## src/rtl/coincidence_gated_counter.sv

```systemverilog
// Pairwise coincidence counter: per-channel delay, window stretch and saturating
// pair counters accumulated over a timed acquisition gate with snapshot readout.
module coincidence_gated_counter #(
    parameter int NCHAN = 6,
    parameter int NBITS = 4,
    parameter int CBITS = 16,
    parameter int WBITS = 3,
    parameter int GBITS = 24
) (
    input  logic                                         Clk,
    input  logic                                         Rst_n,
    input  logic [NCHAN-1:0]                             Channels,
    input  logic [NCHAN-1:0][NBITS-1:0]                  Delays,
    input  logic [WBITS-1:0]                             Window,
    input  logic [GBITS-1:0]                             GateLen,
    input  logic                                         Start,
    input  logic                                         Abort,
    input  logic                                         Ack,
    output logic [NCHAN*(NCHAN-1)/2-1:0][CBITS-1:0]      Counts,
    output logic [NCHAN*(NCHAN-1)/2-1:0]                 Overflow,
    output logic                                         Valid,
    output logic                                         Busy
);

    localparam int NPAIR = NCHAN * (NCHAN - 1) / 2;
    localparam int DMAX  = (1 << NBITS) - 1;

    typedef enum logic [1:0] {IDLE, RUN, DONE} state_t;

    state_t                          state_q, state_d;
    logic [NCHAN-1:0]                prev_q, prev_d;
    logic [NCHAN-1:0]                edge_q, edge_d;
    logic [NCHAN-1:0][DMAX-1:0]      dline_q, dline_d;
    logic [NCHAN-1:0][WBITS-1:0]     str_q, str_d;
    logic [NCHAN-1:0][NBITS-1:0]     dly_q, dly_d;
    logic [WBITS-1:0]                win_q, win_d;
    logic [GBITS-1:0]                gate_q, gate_d;
    logic [NPAIR-1:0][CBITS-1:0]     cnt_q, cnt_d;
    logic [NPAIR-1:0]                ovf_q, ovf_d;
    logic [NPAIR-1:0][CBITS-1:0]     counts_q, counts_d;
    logic [NPAIR-1:0]                ovf_snap_q, ovf_snap_d;
    logic                            valid_q, valid_d;

    logic [NCHAN-1:0]                de;
    logic [NCHAN-1:0]                s;
    logic [NPAIR-1:0]                p;
    logic                            launch;

    // Front end: edge detect, delay tap select, window stretch, pair events.
    always_comb begin : front_end
        int k;
        // NOTE: every variable gets a default before any branch so no latch is inferred.
        prev_d  = Channels;
        edge_d  = Channels & ~prev_q;
        dline_d = dline_q;
        str_d   = str_q;
        de      = '0;
        s       = '0;
        p       = '0;
        for (int c = 0; c < NCHAN; c++) begin
            dline_d[c][0] = edge_q[c];
            for (int t = 1; t < DMAX; t++) begin
                dline_d[c][t] = dline_q[c][t-1];
            end
            de[c] = (dly_q[c] == '0) ? edge_q[c] : dline_q[c][dly_q[c] - NBITS'(1)];
            s[c]  = de[c] | (str_q[c] != '0);
            if (de[c]) begin
                str_d[c] = win_q;
            end else if (str_q[c] != '0) begin
                str_d[c] = str_q[c] - WBITS'(1);
            end
        end
        k = 0;
        for (int i = 0; i < NCHAN - 1; i++) begin
            for (int j = i + 1; j < NCHAN; j++) begin
                p[k] = (de[i] & s[j]) | (de[j] & s[i]);
                k++;
            end
        end
    end

    // Abort outranks Start; Start is ignored while an acquisition runs.
    assign launch = Start && !Abort && (state_q != RUN);

    always_comb begin : control
        state_d    = state_q;
        dly_d      = dly_q;
        win_d      = win_q;
        gate_d     = gate_q;
        cnt_d      = cnt_q;
        ovf_d      = ovf_q;
        counts_d   = counts_q;
        ovf_snap_d = ovf_snap_q;
        valid_d    = valid_q;
        case (state_q)
            IDLE: ;
            RUN: begin
                for (int k = 0; k < NPAIR; k++) begin
                    if (p[k]) begin
                        if (cnt_q[k] == '1) ovf_d[k] = 1'b1;
                        else                cnt_d[k] = cnt_q[k] + CBITS'(1);
                    end
                end
                gate_d = gate_q - GBITS'(1);
                if (Abort) begin
                    state_d = IDLE;
                end else if (gate_q == GBITS'(1)) begin
                    state_d    = DONE;
                    counts_d   = cnt_d;
                    ovf_snap_d = ovf_d;
                    valid_d    = 1'b1;
                end
            end
            DONE: begin
                if (Abort || Ack) begin
                    state_d = IDLE;
                    valid_d = 1'b0;
                end
            end
            default: state_d = IDLE;
        endcase
        if (launch) begin
            state_d = RUN;
            valid_d = 1'b0;
            dly_d   = Delays;
            win_d   = Window;
            gate_d  = (GateLen == '0) ? GBITS'(1) : GateLen;
            cnt_d   = '0;
            ovf_d   = '0;
        end
    end

    // NOTE: sequential state uses non-blocking assignments only, so every flop
    // samples the pre-edge values regardless of statement order.
    always_ff @(posedge Clk or negedge Rst_n) begin
        if (!Rst_n) begin
            state_q    <= IDLE;
            prev_q     <= '0;
            edge_q     <= '0;
            // NOTE: the delay lines are reset so stale edges cannot leak into the first run.
            dline_q    <= '0;
            str_q      <= '0;
            dly_q      <= '0;
            win_q      <= '0;
            gate_q     <= '0;
            cnt_q      <= '0;
            ovf_q      <= '0;
            counts_q   <= '0;
            ovf_snap_q <= '0;
            valid_q    <= 1'b0;
        end else begin
            state_q    <= state_d;
            prev_q     <= prev_d;
            edge_q     <= edge_d;
            dline_q    <= dline_d;
            str_q      <= str_d;
            dly_q      <= dly_d;
            win_q      <= win_d;
            gate_q     <= gate_d;
            cnt_q      <= cnt_d;
            ovf_q      <= ovf_d;
            counts_q   <= counts_d;
            ovf_snap_q <= ovf_snap_d;
            valid_q    <= valid_d;
        end
    end

    assign Counts   = counts_q;
    assign Overflow = ovf_snap_q;
    assign Valid    = valid_q;
    assign Busy     = (state_q == RUN);

endmodule

```

## config.mk

```make
export PLATFORM = sky130hd
export DESIGN_NAME = coincidence_gated_counter
export DESIGN_NICKNAME = d
export VERILOG_FILES = /design/src/rtl/coincidence_gated_counter.sv
export SDC_FILE = /design/constraint.sdc
export NUM_CORES = 1
export LEC_CHECK = 0
export ABC_AREA = 1
export CAP_MARGIN = 10
export CORE_ASPECT_RATIO = 0.9
export CORE_UTILIZATION = 25
export CTS_BUF_LIST = sky130_fd_sc_hd__clkbuf_8 sky130_fd_sc_hd__clkbuf_16
export DETAILED_ROUTE_END_ITERATION = 12
export PLACE_DENSITY = 0.48
export SETUP_SLACK_MARGIN = 0.5
export SYNTH_ARGS = -nofsm -noshare
export SYNTH_HDL_FRONTEND = slang
export SYNTH_SLANG_ARGS = --single-unit
```

## constraint.sdc

```tcl
create_clock -name Clk -period 6.02 [get_ports Clk]
set_clock_uncertainty 0.1 [all_clocks]
set_input_delay 1.204 -clock Clk [delete_from_list [all_inputs] [get_ports Clk]]
set_output_delay 1.204 -clock Clk [all_outputs]
set_load 0.01 [all_outputs]
```

==> results.py <==
metrics = {
    "placed_design": {
        "dp_worst_setup_slack_ps": 1720,
        "place.port_buffers": 318,
        "gp_congestion": 0.824,
        "dpl.hpwl_mm": 77.2,
        "placed_area_um2": 42000,
    },
    "sta": {
        "setup_slack_ps": 2320,
        "rsz0062_at_grt": "false",
        "fin_tns_setup_ps": 0,
        "period_minus_slack_ps": 3700,
        "maxSlewHeadroom_pct": 25.8,
        "min_period_over_period_pct": 61.4,
        "setup_violations": 0,
        "max_freq_mhz": 270,
        "hold_viol_final": 0,
        "drv_slew": 0,
        "worst_pin_slew_ps": 1110,
    },
    "power": {
        "combPwrFrac_pct": 38.8,
        "vdd_ir_drop_max_uv": 210,
        "switching_share_pct": 43.2,
        "clock_power_share_pct": 29.1,
        "internal_power_mw": 10.8,
        "p_seq_share_pct": 32.1,
        "p_leak_nw": 22.3,
        "p_sw_mw": 8.22,
        "power.density_nw_per_um2": 423,
    },
    "layout": {
        "area_delta_synth_final_pct": 21.6,
        "nNetsFinal": 5293,
        "final_core_util_pct": 30.7,
        "drive_gt1_share_pct": 5.00,
        "postLayoutCellArea_um2": 45000,
        "nFillCells": 15745,
    },
    "synth": {
        "synth_simple_gate_area_share_pct": 38.2,
        "synthMuxAreaShare_pct": 0.135,
        "synth.avg_cell_area_um2": 7.46,
        "synth_xor_area_share_pct": 3.55,
        "synth_fa_ha_area_share_pct": 1.39,
        "synthDistinctLibCells": 47,
        "synth_top_family_by_area": "simple AND/OR/NAND/NOR gates",
        "yosys_register_bits": 684,
        "syn_area_um2": 37000,
        "ys_seq_area_share_pct": 46.3,
        "syn-num-nets": 5062,
        "synth_cells": 4959,
        "ys_warn_count": 0,
        "synth_ff_type": "dfrtp_1",
        "synth_compound_area_share_pct": 3.32,
        "async_flop_share_pct": 100,
        "synth_edf_count": 0,
    },
    "floorplan": {
        "die_w_um": 408,
        "coreArea_um2": 146000,
        "die_h_um": 367,
        "io-pin-count": 319,
        "rows": 133,
        "start_util_pct": 25.3,
        "fp.dieArea_um2": 150000,
    },
    "critical_path": {
        "critPathKind": "flop to flop",
        "path_max_fanout": 41,
        "arrival_ps": 4230,
        "startpoint_type": "flop",
        "crit_required_ps": 6550,
        "critPathLaunch": "dly_q[20]",
        "endpoint": "Overflow[8]",
        "worstReg2RegStart": "dly_q[20]",
        "reg2reg_to": "Overflow[8]",
        "r2r_cells": 16,
        "rrSetupSlack_ps": 2320,
        "end_kind": "flop",
    },
    "grt": {
        "grt_max_degree": 159,
        "grt-ovfl-total": 0,
        "grt_first_pass_wirelength_mm": 186,
        "antenna_found_initial": 1,
        "track_usage_pct": 15.5,
        "grt_pass1_vias": 31768,
    },
    "detailed_routing": {
        "drt-initial-drc-count": 2177,
        "first_pass_iters": 6,
        "vias": 32907,
        "drt-vias-per-instance": 4.56,
        "wl_per_cell_um": 16.1,
        "route.detailed.drc": 0,
        "antenna_left": 0,
        "wl_mm": 116,
    },
    "clock_tree": {
        "cts_resized": 0,
        "postCtsHoldBufs": 0,
        "clk_path_buf_depth": 3,
        "cts_max_level": 3,
        "post-cts-setup-buffer-count": 0,
        "root_buffer": "clkbuf_16",
        "clock_latency_ps": 700,
        "tritoncts": "done",
        "clkTransAtPathRegs_ps": 60,
        "clock_sinks": 684,
        "numCtsBuffers": 86,
    },
    "worst_hold_path": {
        "hold_path_class": "flop to flop",
    },
    "job": {
        "cap_violations": 0,
    },
    "outcome": {
        "status": "finished, final reports clean",
    },
}
## cells in the final DEF, fill, tap and decap left out, drive strengths merged, types with 2 or more instances in the layout
master,netlist,routed
a21oi,82,82
a221oi,2,2
a31oi,2,2
buf,107,25
bufinv,0,13
clkbuf,92,98
clkdlybuf4s50,0,317
clkinv,2,22
clkinvlp,0,4
dfrtp,684,684
ha,41,41
inv,437,456
mux2i,5,5
nand2,1814,1814
nand3,867,867
nand3b,43,43
nand4,73,73
nor2,269,269
nor3,91,91
nor3b,6,6
nor4,32,32
o211ai,10,10
o21a,4,4
o21ai,99,99
o221ai,12,12
o22ai,2,2
o31ai,5,5
or2,22,22
xnor2,10,10
xor2,140,140
## through the flow
| step | hold WS [ps] | power (mW) | cells |
|---|---|---|---|
| floorplan | 247 | 11.9 | 4959 |
| global placement | 257 | 13.5 | 7059 |
| detailed placement | 258 | 13.6 | 7059 |
| CTS | 255 | 19.3 | 7213 |
| global route | 270 | 20.6 | 7213 |
| finish | 260 | 19.0 | 7214 |
## synthesized netlist by cell type (2+ instances only)
library cell | number | area (um^2)
nand2_4 | 24 | 270
o21ai_1 | 4 | 20.0
dfrtp_1 | 684 | 17100
clkinv_1 | 2 | 7.51
nand3_1 | 861 | 4310
buf_2 | 58 | 290
nor2_1 | 267 | 1000
nor3b_1 | 5 | 37.5
inv_2 | 8 | 30.0
ha_1 | 41 | 513
o211ai_1 | 10 | 75.1
nand3_4 | 2 | 35.0
clkbuf_1 | 92 | 345
o22ai_1 | 2 | 12.5
nor4_1 | 31 | 194
nand4_1 | 73 | 457
nand2_2 | 22 | 138
nand3_2 | 4 | 40.0
or2_2 | 22 | 138
buf_6 | 14 | 158
buf_1 | 13 | 48.8
nor2_2 | 2 | 12.5
inv_1 | 427 | 1600
buf_4 | 22 | 165
xor2_1 | 140 | 1230
o21a_1 | 4 | 30.0
o31ai_1 | 5 | 37.5
a31oi_1 | 2 | 12.5
nor3_1 | 85 | 425
o21ai_0 | 95 | 475
nand3b_1 | 43 | 323
nand2_1 | 1768 | 6640
nor3_2 | 6 | 60.1
o221ai_1 | 12 | 105
xnor2_1 | 10 | 87.6
a221oi_1 | 2 | 17.5
a21oi_1 | 82 | 410
mux2i_1 | 5 | 50.1
inv_4 | 2 | 12.5
## critical path: stages (launching register included)
cell	delay (ps)
dfrtp_1	600
inv_4	130
ha_1	440
inv_1	110
nand3_1	100
nand2_1	80
nand2_1	60
nand3_1	100
nand3_1	150
nand2_2	120
nand2_4	500
nand2_4	290
nand2_2	370
nand2_1	120
nand2_1	170
nand2_1	80
nand2_1	80
## state kept, by name, summed over array words and instances (netlist names), 15 cells and up
name and count:
dline_d 84, dly_q 24, gate_q 24, ovf_q 15
cnt_q 240, Counts 240, str_q 18, Overflow 15
## final cells by class
cell class | instances | area, um^2 | area share, %
multi-input combinational | 3637 | 17200 | 38.3
timing repair buffer | 342 | 3510 | 7.79
antenna | 1 | 2.50 | 0.00556
clock inverter | 56 | 672 | 1.49
inverter | 439 | 1670 | 3.71
clock buffer | 98 | 2330 | 5.18
tap | 1957 | 2450 | 5.44
sequential | 684 | 17100 | 38.0
## metal layers
metal	vias to the layer above	GRT usage, %	routed length [um]	share of wire, %
li1	16461	-	-	-
met5	-	0	0	0
met3	122	2.50	4880	4.2
met4	0	3.87	2100	1.8
met1	15694	22.2	57500	49
met2	630	24.0	52000	45
## kinds of logic (layout without fill, tap and decap cells)
group	after synthesis	in the layout
compound gates	222	222
xor+xnor	150	150
fa+ha+maj	41	41
buf+inv	638	935
flops	684	684
mux	5	5
other cells	0	1
simple gates	3219	3219
## power groups by stage
| stage | logic, mW | registers (mW) | clock network (mW) |
|---|---|---|---|
| floorplan | 5.98 | 5.92 | 0 |
| global route | 8.51 | 6.22 | 5.90 |
| global placement | 7.33 | 6.17 | 0 |
| CTS | 7.45 | 6.10 | 5.74 |
| detailed placement | 7.43 | 6.16 | 0 |
| finish | 7.38 | 6.11 | 5.54 |
## worst min path at each step
stage	slack, ps	cells after the start	startpoint	end
detailed placement	260	0	dline_d[77]	dline_d[78]
finish	260	0	dline_d[43]	dline_d[44]
floorplan	250	0	edge_q[3]	dline_d[46]
global route	270	0	dline_d[43]	dline_d[44]
global placement	260	0	dline_d[77]	dline_d[78]
CTS	250	0	dline_d[43]	dline_d[44]
Note: power is estimated with default switching activity, not from simulation.
